<file path="src/rtl/utx_arb.sv">
// ---------------------------------------------------------------------------
// utx_arb -- round-robin arbiter that shares one debug UART transmitter
// between NREQ requesters at frame granularity.
//
// A requester that wins keeps the transmitter until it sends a word flagged
// last. The arbiter also supervises the PHY (tx_done wait) and the owner
// (next-word wait) with a common timeout. Any timeout releases the frame as
// if the last word had been sent.
//
// Ports
//   clk_sys   in   system clock
//   rst       in   asynchronous active-high reset
//   req_vld   in   [NREQ]     per-requester word valid, held until acked
//   req_last  in   [NREQ]     per-requester: current word ends the frame
//   req_data  in   [NREQ*DW]  packed words, requester i at [i*DW +: DW]
//   req_ack   out  [NREQ]     one-cycle pulse: word of requester i taken
//   gnt       out  [NREQ]     one-hot current owner, 0 when idle
//   tx_data   out  [DW]       word presented to the UART PHY
//   tx_vld    out             one-cycle start pulse to the PHY
//   tx_done   in              one-cycle pulse from the PHY: word shifted out
//   busy      out             high whenever the arbiter is not idle
//   err_tmo   out             one-cycle pulse on any timeout
//   err_cnt   out  [8]        saturating timeout count, cleared by reset
// All outputs come straight from flops.
// ---------------------------------------------------------------------------
module utx_arb #(
    parameter int NREQ    = 4,
    parameter int DW      = 16,
    parameter int TMO_CYC = 65535
) (
    input  logic               clk_sys,
    input  logic               rst,
    input  logic [NREQ-1:0]    req_vld,
    input  logic [NREQ-1:0]    req_last,
    input  logic [NREQ*DW-1:0] req_data,
    output logic [NREQ-1:0]    req_ack,
    output logic [NREQ-1:0]    gnt,
    output logic [DW-1:0]      tx_data,
    output logic               tx_vld,
    input  logic               tx_done,
    output logic               busy,
    output logic               err_tmo,
    output logic [7:0]         err_cnt
);

    localparam int PW = (NREQ > 1) ? $clog2(NREQ) : 1;
    // The timer runs 0..TMO_CYC-1, so TMO_CYC cycles elapse before the
    // timeout fires.
    localparam logic [15:0] TMO_LAST = 16'(TMO_CYC - 1);

    typedef enum logic [1:0] {
        S_IDLE = 2'd0,
        S_SEND = 2'd1,
        S_WAIT = 2'd2,
        S_HOLD = 2'd3
    } state_t;

    state_t          state_q, state_d;

    logic [PW-1:0]   ptr_q, ptr_d;
    logic [PW-1:0]   owner_q, owner_d;
    logic [15:0]     timer_q, timer_d;
    logic            last_q, last_d;

    logic [NREQ-1:0] req_ack_q, req_ack_d;
    logic [NREQ-1:0] gnt_q, gnt_d;
    logic [DW-1:0]   tx_data_q, tx_data_d;
    logic            tx_vld_q, tx_vld_d;
    logic            busy_q, busy_d;
    logic            err_tmo_q, err_tmo_d;
    logic [7:0]      err_cnt_q, err_cnt_d;

    // -----------------------------------------------------------------------
    // Unpack the requester words
    // -----------------------------------------------------------------------
    logic [DW-1:0] req_word [NREQ];

    genvar gi;
    generate
        for (gi = 0; gi < NREQ; gi++) begin : g_word
            assign req_word[gi] = req_data[gi*DW +: DW];
        end
    endgenerate

    function automatic logic [NREQ-1:0] onehot(input logic [PW-1:0] idx);
        logic [NREQ-1:0] v;
        v      = '0;
        v[idx] = 1'b1;
        return v;
    endfunction

    function automatic logic [PW-1:0] next_idx(input logic [PW-1:0] idx);
        if (idx == PW'(NREQ - 1)) begin
            return '0;
        end
        return idx + PW'(1);
    endfunction

    // -----------------------------------------------------------------------
    // Round-robin winner: first valid requester at ptr, ptr+1, ... mod NREQ
    // -----------------------------------------------------------------------
    logic          any_vld;
    logic [PW-1:0] win_idx;

    always_comb begin
        logic [PW:0] cand;
        any_vld = 1'b0;
        win_idx = ptr_q;
        cand    = '0;
        for (int k = 0; k < NREQ; k++) begin
            cand = {1'b0, ptr_q} + (PW+1)'(k);
            if (cand >= (PW+1)'(NREQ)) begin
                cand = cand - (PW+1)'(NREQ);
            end
            if (!any_vld && req_vld[cand[PW-1:0]]) begin
                any_vld = 1'b1;
                win_idx = cand[PW-1:0];
            end
        end
    end

    logic owner_vld;
    logic tmo_hit;

    assign owner_vld = req_vld[owner_q];
    assign tmo_hit   = (timer_q == TMO_LAST);

    // -----------------------------------------------------------------------
    // FSM: state register
    // -----------------------------------------------------------------------
    always_ff @(posedge clk_sys or posedge rst) begin
        if (rst) begin
            state_q <= S_IDLE;
        end else begin
            state_q <= state_d;
        end
    end

    // -----------------------------------------------------------------------
    // FSM: next state
    // -----------------------------------------------------------------------
    always_comb begin
        state_d = state_q;
        case (state_q)
            S_IDLE: begin
                if (any_vld) begin
                    state_d = S_SEND;
                end
            end
            S_SEND: begin
                state_d = S_WAIT;
            end
            S_WAIT: begin
                // A tx_done on the very cycle the timer expires still counts
                // as a successful transfer.
                if (tx_done) begin
                    state_d = last_q ? S_IDLE : S_HOLD;
                end else if (tmo_hit) begin
                    state_d = S_IDLE;
                end
            end
            S_HOLD: begin
                if (owner_vld) begin
                    state_d = S_SEND;
                end else if (tmo_hit) begin
                    state_d = S_IDLE;
                end
            end
            default: begin
                state_d = S_IDLE;
            end
        endcase
    end

    // -----------------------------------------------------------------------
    // FSM: outputs and datapath next values
    // -----------------------------------------------------------------------
    logic          load_en;
    logic [PW-1:0] load_idx;
    logic          rel_en;
    logic          tmo_en;

    always_comb begin
        load_en  = 1'b0;
        load_idx = owner_q;
        rel_en   = 1'b0;
        tmo_en   = 1'b0;
        timer_d  = '0;

        case (state_q)
            S_IDLE: begin
                if (any_vld) begin
                    load_en  = 1'b1;
                    load_idx = win_idx;
                end
            end
            S_SEND: begin
                timer_d = '0;
            end
            S_WAIT: begin
                timer_d = timer_q + 16'd1;
                if (tx_done) begin
                    timer_d = '0;
                    rel_en  = last_q;
                end else if (tmo_hit) begin
                    tmo_en = 1'b1;
                    rel_en = 1'b1;
                end
            end
            S_HOLD: begin
                timer_d = timer_q + 16'd1;
                if (owner_vld) begin
                    timer_d  = '0;
                    load_en  = 1'b1;
                    load_idx = owner_q;
                end else if (tmo_hit) begin
                    tmo_en = 1'b1;
                    rel_en = 1'b1;
                end
            end
            default: begin
                timer_d = '0;
            end
        endcase

        // Defaults: pulses drop, everything else holds.
        ptr_d     = ptr_q;
        owner_d   = owner_q;
        last_d    = last_q;
        gnt_d     = gnt_q;
        tx_data_d = tx_data_q;
        tx_vld_d  = 1'b0;
        req_ack_d = '0;
        err_tmo_d = 1'b0;
        err_cnt_d = err_cnt_q;
        busy_d    = (state_d != S_IDLE);

        if (load_en) begin
            owner_d   = load_idx;
            gnt_d     = onehot(load_idx);
            tx_data_d = req_word[load_idx];
            tx_vld_d  = 1'b1;
            req_ack_d = onehot(load_idx);
            last_d    = req_last[load_idx];
        end

        // Releasing advances the pointer past the owner so the next frame
        // goes to someone else if anyone is waiting.
        if (rel_en) begin
            gnt_d = '0;
            ptr_d = next_idx(owner_q);
        end

        if (tmo_en) begin
            err_tmo_d = 1'b1;
            if (err_cnt_q != 8'hFF) begin
                err_cnt_d = err_cnt_q + 8'd1;
            end
        end
    end

    // -----------------------------------------------------------------------
    // Datapath / output registers
    // -----------------------------------------------------------------------
    always_ff @(posedge clk_sys or posedge rst) begin
        if (rst) begin
            ptr_q     <= '0;
            owner_q   <= '0;
            timer_q   <= '0;
            last_q    <= 1'b0;
            req_ack_q <= '0;
            gnt_q     <= '0;
            tx_data_q <= '0;
            tx_vld_q  <= 1'b0;
            busy_q    <= 1'b0;
            err_tmo_q <= 1'b0;
            err_cnt_q <= '0;
        end else begin
            ptr_q     <= ptr_d;
            owner_q   <= owner_d;
            timer_q   <= timer_d;
            last_q    <= last_d;
            req_ack_q <= req_ack_d;
            gnt_q     <= gnt_d;
            tx_data_q <= tx_data_d;
            tx_vld_q  <= tx_vld_d;
            busy_q    <= busy_d;
            err_tmo_q <= err_tmo_d;
            err_cnt_q <= err_cnt_d;
        end
    end

    assign req_ack = req_ack_q;
    assign gnt     = gnt_q;
    assign tx_data = tx_data_q;
    assign tx_vld  = tx_vld_q;
    assign busy    = busy_q;
    assign err_tmo = err_tmo_q;
    assign err_cnt = err_cnt_q;

endmodule
</file>
<file path="config.mk">
export PLATFORM = sky130hd
export DESIGN_NAME = utx_arb
export DESIGN_NICKNAME = d
export VERILOG_FILES = /design/src/rtl/utx_arb.sv
export SDC_FILE = /design/constraint.sdc
export NUM_CORES = 1
export LEC_CHECK = 0
export ABC_CLOCK_PERIOD_IN_PS = 1900
export CORE_ASPECT_RATIO = 0.6
export CORE_MARGIN = 2
export CORE_UTILIZATION = 55
export CTS_CLUSTER_DIAMETER = 60
export CTS_CLUSTER_SIZE = 8
export DETAILED_ROUTE_END_ITERATION = 7
export DONT_BUFFER_PORTS = 1
export PLACE_DENSITY = 0.73
export SETUP_SLACK_MARGIN = 0.05
export SKIP_LAST_GASP = 1
export SYNTH_ARGS = -nofsm -noshare
export SYNTH_HDL_FRONTEND = slang
export SYNTH_SLANG_ARGS = --single-unit
</file>
<file path="constraint.sdc">
create_clock -name clk_sys -period 1.9 [get_ports clk_sys]
set_input_delay 0.095 -clock clk_sys [delete_from_list [all_inputs] [get_ports clk_sys]]
set_output_delay 0.095 -clock clk_sys [all_outputs]
set_load 0.1 [all_outputs]
</file>
== Yosys cells after proc, flatten, opt, wreduce, memory -nomap -nowiden ==
Cells that the tools add are included.

* Output and inout bits: 35
* Register bits: 58
* Input bits: 75
* Logic and storage cells: 110

* Bitwise operators: 1
* Equality and inequality tests: 6
* Mux-type cells: 58
* Reductions and logical operators: 11
* Magnitude comparators: 12
* $add $sub $neg: 10

{| class="wikitable"
|+ Operators with widths
! kind !! number
|-
| $mux 16 || 4
|-
| $mux 2 || 17
|-
| $bmux 16 s2 || 1
|-
| $pmux 16 s2 || 1
|-
| $mux 1 || 21
|-
| $lt 2x3->1 const B || 6
|-
| $add 16x1->16 const B || 1
|-
| $eq 16x16->1 const B || 1
|-
| $bmux 1 s2 || 6
|-
| $ge 3x3->1 const B || 4
|-
| $mux 4 || 3
|-
| $add 8x1->8 const B || 1
|-
| $ne 8x8->1 const B || 1
|-
| $pmux 2 s4 || 1
|-
| $sub 2x1->2 const B || 4
|-
| $add 2x2->3 const B || 2
|-
| $eq 2x2->1 const B || 3
|-
| $pmux 1 s2 || 3
|-
| $logic_and 1x1->1 || 4
|-
| $reduce_bool 2->1 || 2
|-
| $add 2x1->3 const B || 1
|-
| $ge 2x3->1 const B || 1
|-
| $logic_not 1->1 || 3
|-
| $not 2->3 || 1
|-
| other kinds (6) || 6
|}

== Longest topological paths before layout ==
* Depth after elaboration: 22
* Depth in mapped cells: 9
* Mapped depth without buffers: 7

== Worst setup path before layout ==
No wires, ideal clock.

* Path kind: reg-to-reg
* Start point: reg err_cnt_q[0], in the netlist err_cnt[0]
* End point: reg err_cnt_q[3], in the netlist err_cnt[3]
* Data arrival time: 2210 ps
* Period minus slack after synthesis: 2369 ps
* Path buffers: 0
* Required time: 1741 ps
* Setup slack: -469 ps
* Stages on the path, launching flop included: 6
* Library setup time: 159 ps
* Cells stage by stage: dfrtp_1 > ha_1 > and2_1 > a2111oi_4 > nand4_1 > xnor2_1

* Cells in the longest elaborated chain, start to end: 2
* Elaborated cells on any way between the ends: 3
* Those cells by class: 1 x add/sub; 1 x eq/ne; 1 x reduce/logical

{| class="wikitable"
|+ RTL lines
! what !! RTL line !! source
|-
| from (decl) || 71 || <nowiki>logic [7:0] err_cnt_q, err_cnt_d;</nowiki>
|-
| from (signal assigned) || 289 || <nowiki>err_cnt_q <= err_cnt_d;</nowiki>
|-
| parallel branches: the longest is 2 deep, another holds $add 8x1->8 || - ||
|}

Parallel ways; which one is timed is not known.
A chain may end at the register's enable or synchronous reset.

== Worst setup path after layout ==
* Start point: reg state_q[0]
* End point: reg tx_data_q[10], in the netlist tx_data[10]

* Cells in the longest elaborated chain, start to end: 6
* Elaborated cells on any way between the ends: 8
* Those cells by class: 1 x eq/ne; 5 x mux; 1 x bitwise; 1 x reduce/logical

{| class="wikitable"
|+ RTL lines
! what !! RTL line !! source
|-
| from (decl) || 58 || <nowiki>state_t state_q, state_d;</nowiki>
|-
| from (signal assigned) || 135 || <nowiki>state_q <= state_d;</nowiki>
|-
| $logic_not 2->1 || 190 || <nowiki>case (state_q)</nowiki>
|-
| $mux 2 || - ||
|-
| $not 2->3 (not written as such) || 241 || <nowiki>tx_data_d = req_word[load_idx];</nowiki>
|-
| $bmux 16 s2 || 241 ||
|-
| $mux 16 (not written as such) (2 in series) || 241 ||
|-
| to (signal assigned) || 285 || <nowiki>tx_data_q <= tx_data_d;</nowiki>
|-
| to (decl) || 67 || <nowiki>logic [DW-1:0] tx_data_q, tx_data_d;</nowiki>
|}

Parallel ways exist; a longest one is shown, timed or not. The select of a mux whose other input is x is not followed.

==> flow_summary.html <==
<table>
<tr><th>Metric</th><th>Value</th></tr>
<tr><th colspan="2">Logic synthesis</th></tr>
<tr><td>Area share of the leading cell type in the synthesized netlist</td><td>between 40% and 50%</td></tr>
<tr><td>Number of instances in the synthesized netlist</td><td>320</td></tr>
<tr><td>Async S/R FF share, synth</td><td>100%</td></tr>
<tr><td>Nets in the synthesized netlist</td><td>403</td></tr>
<tr><td>Yosys synthesis warning count</td><td>0</td></tr>
<tr><td>Leading cell types by total area after synthesis</td><td>dfrtp_1 43%, a221oi_1 7.6%, mux2i_1 5.1%, nor2_1 3.9%, ha_1 3.0%</td></tr>
<tr><td>Mapped cell area</td><td>0.00335 sq mm</td></tr>
<tr><td>Sequential-to-total area share from yosys stat</td><td>43.3%</td></tr>
<tr><td>Post-synthesis cell type count</td><td>57</td></tr>
<tr><td>Number of enable flip-flop cells after synthesis</td><td>0</td></tr>
<tr><td>Most area-hungry cell type in the Yosys netlist</td><td>dfrtp_1</td></tr>
<tr><td>Number of register bits inferred by synthesis</td><td>58</td></tr>
<tr><td>Main flop type after synthesis</td><td>dfrtp_1</td></tr>
<tr><td>Mean Syn Cell Area</td><td>10.5 sq um</td></tr>
<tr><th colspan="2">Drt</th></tr>
<tr><td>Vias per std cell</td><td>6.22</td></tr>
<tr><td>Drt wl/cell</td><td>21.2 um</td></tr>
<tr><td>Via count</td><td>3,085</td></tr>
<tr><td>DR pass1 iterations</td><td>4</td></tr>
<tr><td>DRC violations left</td><td>0</td></tr>
<tr><td>Routed wire length</td><td>10.5 mm</td></tr>
<tr><td>Number of antenna-violating nets in the routed design</td><td>0</td></tr>
<tr><td>DR iter-0 viols</td><td>230</td></tr>
<tr><th colspan="2">Clock tree</th></tr>
<tr><td>Number of levels in the clock H-tree</td><td>3</td></tr>
<tr><td>Post-CTS clock slew at the launch and capture registers of the worst setup and hold paths</td><td>0.06 ns</td></tr>
<tr><td>Clock network latency to the later pin of the worst-skew pair</td><td>0.34 ns</td></tr>
<tr><td>CTS tree</td><td>yes</td></tr>
<tr><td>Sinks on Clock Net</td><td>58</td></tr>
<tr><td>CTS buffer count</td><td>9</td></tr>
<tr><td>Maximum buffer depth of the clock tree</td><td>2</td></tr>
<tr><td>Cell at the root of the clock tree</td><td>clkbuf_8</td></tr>
<tr><th colspan="2">STA</th></tr>
<tr><td>Timing-limited maximum frequency</td><td>0.472 GHz</td></tr>
<tr><td>Rel. slew slack</td><td>a little under three fifths</td></tr>
<tr><td>Min setup slack post-route</td><td>-0.217 ns</td></tr>
<tr><td>Minimum clock period after layout</td><td>between 2 and 2.5 ns</td></tr>
<tr><td>Unrepaired setup endpoints after global routing</td><td>yes</td></tr>
<tr><td>Setup violations, final</td><td>29</td></tr>
<tr><td>Number of hold violations in the final report</td><td>0</td></tr>
<tr><td>Maximum clock skew at final layout</td><td>approximately 0.0046 ns</td></tr>
<tr><td>WHS</td><td>0.00562 ns</td></tr>
<tr><td>Transition time of the tightest slew-check pin</td><td>0.646 ns</td></tr>
<tr><td>Post-route fraction of the period consumed by the critical path</td><td>111%</td></tr>
<tr><td>Count of final max-slew check failures</td><td>0</td></tr>
<tr><th colspan="2">Global route</th></tr>
<tr><td>Most used routing layer in global routing</td><td>met2</td></tr>
<tr><td>Gr usage total</td><td>29.3%</td></tr>
<tr><td>Via count of the first global-routing pass</td><td>3,126</td></tr>
<tr><td>Grt met1 use</td><td>37.9%</td></tr>
<tr><td>Met3 usage</td><td>8.35%</td></tr>
<tr><td>Largest net degree at the start of global routing</td><td>31</td></tr>
<tr><td>Initial antenna violation count</td><td>0</td></tr>
<tr><td>GRT Residual Overflow</td><td>0</td></tr>
<tr><td>Wire length of the first global-routing pass</td><td>15.4 mm</td></tr>
<tr><td>Global routing met2 resource utilization</td><td>approximately half</td></tr>
<tr><th colspan="2">Flow run</th></tr>
<tr><td>Count of maximum capacitance violations</td><td>0</td></tr>
<tr><th colspan="2">Cells and area</th></tr>
<tr><td>Number of fill cells in the layout</td><td>around 290</td></tr>
<tr><td>Register area</td><td>between 0.001 and 0.0015 sq mm</td></tr>
<tr><td>Total Nets Final</td><td>around 500</td></tr>
<tr><td>Post-layout instance count excluding filler cells</td><td>between 400 and 500</td></tr>
<tr><td>Antenna diode count</td><td>0</td></tr>
<tr><td>Multi-input gate area</td><td>roughly 0.0022 sq mm</td></tr>
<tr><td>Post-synthesis to final-layout area growth</td><td>45.1%</td></tr>
<tr><td>Share of cells above drive strength 1</td><td>48.8%</td></tr>
<tr><th colspan="2">Pwr</th></tr>
<tr><td>Switching component of the power</td><td>roughly 5.0 mW</td></tr>
<tr><td>Fraction of power spent switching nets</td><td>51.6%</td></tr>
<tr><td>Combinational fraction of design power</td><td>71.3%</td></tr>
<tr><td>Internal power</td><td>4.71 mW</td></tr>
<tr><td>Worst supply voltage drop on vdd</td><td>1.91 mV</td></tr>
<tr><td>Portion of total power attributed to sequential cells</td><td>18.6%</td></tr>
<tr><td>Leakage power figure</td><td>2.08 nW</td></tr>
<tr><td>Fraction of power consumed by the clock network</td><td>between 10% and 20%</td></tr>
<tr><td>Power per cell area</td><td>2000 mW/mm^2</td></tr>
<tr><th colspan="2">Critical path</th></tr>
<tr><td>Maximum fanout along the worst path</td><td>7</td></tr>
<tr><td>Arrival @ worst endpoint</td><td>2.33 ns</td></tr>
<tr><td>Data required time of the critical path</td><td>2.11 ns</td></tr>
<tr><td>Setup crit start kind</td><td>flip-flop</td></tr>
<tr><td>Capturing element type of the critical path</td><td>flip-flop</td></tr>
<tr><td>Critical setup path kind</td><td>reg -&gt; reg</td></tr>
<tr><th colspan="2">Die</th></tr>
<tr><td>Effective utilization at floorplan</td><td>58.5%</td></tr>
<tr><td>Full die area</td><td>between 0.006 and 0.007 sq mm</td></tr>
<tr><td>Die Width</td><td>105 um</td></tr>
<tr><td>Number of top-level pins</td><td>110</td></tr>
<tr><td>Vert. Die Dim</td><td>approximately 64 um</td></tr>
<tr><td>Standard-cell row count</td><td>21</td></tr>
<tr><td>Core footprint</td><td>0.00573 sq mm</td></tr>
<tr><th colspan="2">Place</th></tr>
<tr><td>Placed Cells incl. Taps</td><td>460</td></tr>
<tr><td>IO Port Bufs</td><td>0</td></tr>
<tr><td>Worst setup timing slack at the placement stage</td><td>-0.142 ns</td></tr>
<tr><td>Placer Congestion</td><td>slightly below 0.8</td></tr>
<tr><td>HPWL Detailed</td><td>6.44 mm</td></tr>
<tr><th colspan="2">Outcome</th></tr>
<tr><td>Result of the run</td><td>finished with violations</td></tr>
<tr><td>Failing checks</td><td>setup timing</td></tr>
<tr><th colspan="2">Worst hold path</th></tr>
<tr><td>Class of the tightest hold or removal check</td><td>in -&gt; reg</td></tr>
</table>
[cells in the mapped netlist (6+ instances only)]
master / n
dfrtp_1: 58
inv_1: 13
nand2_1: 12
nand4_1: 8
xnor2_1: 8
a21oi_1: 9
a221oi_1: 29
o21ai_0: 8
and2_1: 14
buf_2: 6
nor2_1: 35
xor2_1: 8
nand3_1: 10
or3_1: 7
ha_1: 8
mux2i_1: 17
[placed cells by master, fill, tap and decap left out, drive strengths merged, types with 2 or more instances in the layout]
master / instances
a21o: 2
a21oi: 9
a221oi: 34
a32oi: 2
and2: 21
and3: 4
and4: 2
buf: 93
clkbuf: 14
clkinv: 3
dfrtp: 58
dlygate4sd3: 3
ha: 8
inv: 14
mux2: 5
mux2i: 17
nand2: 13
nand2b: 2
nand3: 10
nand4: 8
nor2: 35
nor2b: 3
nor3: 3
o21ai: 8
o21ba: 2
o31ai: 2
or3: 7
xnor2: 8
xor2: 8
[cell type report]
type,instances,area share [%]
clock buffer,13,3.06
clock inverter,3,0.309
inverter,14,1.13
multi-input combinational,231,45.6
sequential,58,30.1
tap,80,2.06
timing repair buffer,97,17.7
[per-stage QoR]
step	setup TNS [ns]	power, mW	utilization [%]	area (sq um)
after floorplan	-1.03	6.23	-	3640
after global placement	-1.19	7.53	74.2	4250
after detailed placement	-2.39	7.67	74.2	4250
after CTS	-0.727	8.95	80.5	4610
after global routing	-5.10	10.1	84.8	4860
final	-3.50	9.74	84.8	4860
[worst paths after layout]
kind | start | endpoint | cells after the start | slack [ns]
min in group asynchronous | rst | timer_q[7]$_DFF_PP0_ | 2 | 0.30
max reg2reg | state_q[0]$_DFF_PP0_ | tx_data[10]$_DFFE_PP0P_ | 8 | -0.22
max | state_q[0]$_DFF_PP0_ | tx_data[10]$_DFFE_PP0P_ | 8 | -0.22
min | req_data[9] | tx_data[9]$_DFFE_PP0P_ | 2 | 0.006
min reg2reg | gnt[3]$_DFFE_PP0P_ | gnt[3]$_DFFE_PP0P_ | 2 | 0.54
max in group asynchronous | rst | gnt[2]$_DFFE_PP0P_ | 3 | 1.02
[power groups by stage]
stage          clock network [mW]  logic [mW]  registers [mW]
2_1_floorplan                   0        2.68            3.55
3_3_place_gp                    0        5.74            1.79
3_5_place_dp                    0        5.87            1.80
4_1_cts                     0.975        6.18            1.79
5_1_grt                      1.04        7.22            1.84
6_report                    0.980        6.94            1.81
[sequential cells by signal, summed over array words and instances, names as in the netlist]
register	flops
tx_vld	1
ptr_q	2
last_q	1
err_tmo	1
timer_q	16
req_ack	4
err_cnt	8
state_q	2
busy	1
owner_q	2
tx_data	16
gnt	4
[layer usage]
metal / part of all wire, % / vias up / routed length [um]
met1: 40 / 1521 / 4200
li1: - / 1376 / -
met3: 8.0 / 30 / 838
met2: 50 / 158 / 5210
met4: 2.5 / 0 / 265
met5: 0 / - / 0
[critical path: stages, from the launching register on]
cell and delay, ns:
dfrtp_1 0.42, inv_2 0.10, ha_4 0.16, o41ai_4 0.10, a311oi_2 0.28, a32oi_2 0.24
clkbuf_16 0.22, a221oi_1 0.33, a221oi_2 0.14
[timing repair]
action	4_1_cts	5_1_grt
pin swaps	17	17
buffers inserted	8	6
resized for setup	18	33
setup endpoints to repair	33	38
endpoints found under the hold margin	29	0
hold buffers	3	0
gates cloned	2	1
[logic make-up (layout without fill, tap and decap cells)]
group / count (synthesis) / in the layout / share of synthesized area (%)
xor+xnor: 16 / 16 / 4.19
compound gates: 71 / 71 / 19.2
buf+inv: 33 / 127 / 5.61
simple gates: 111 / 113 / 17.2
fa+ha+maj: 8 / 8 / 2.99
flops: 58 / 58 / 43.3
mux: 23 / 23 / 7.44
(Power assumes the default switching activity.)
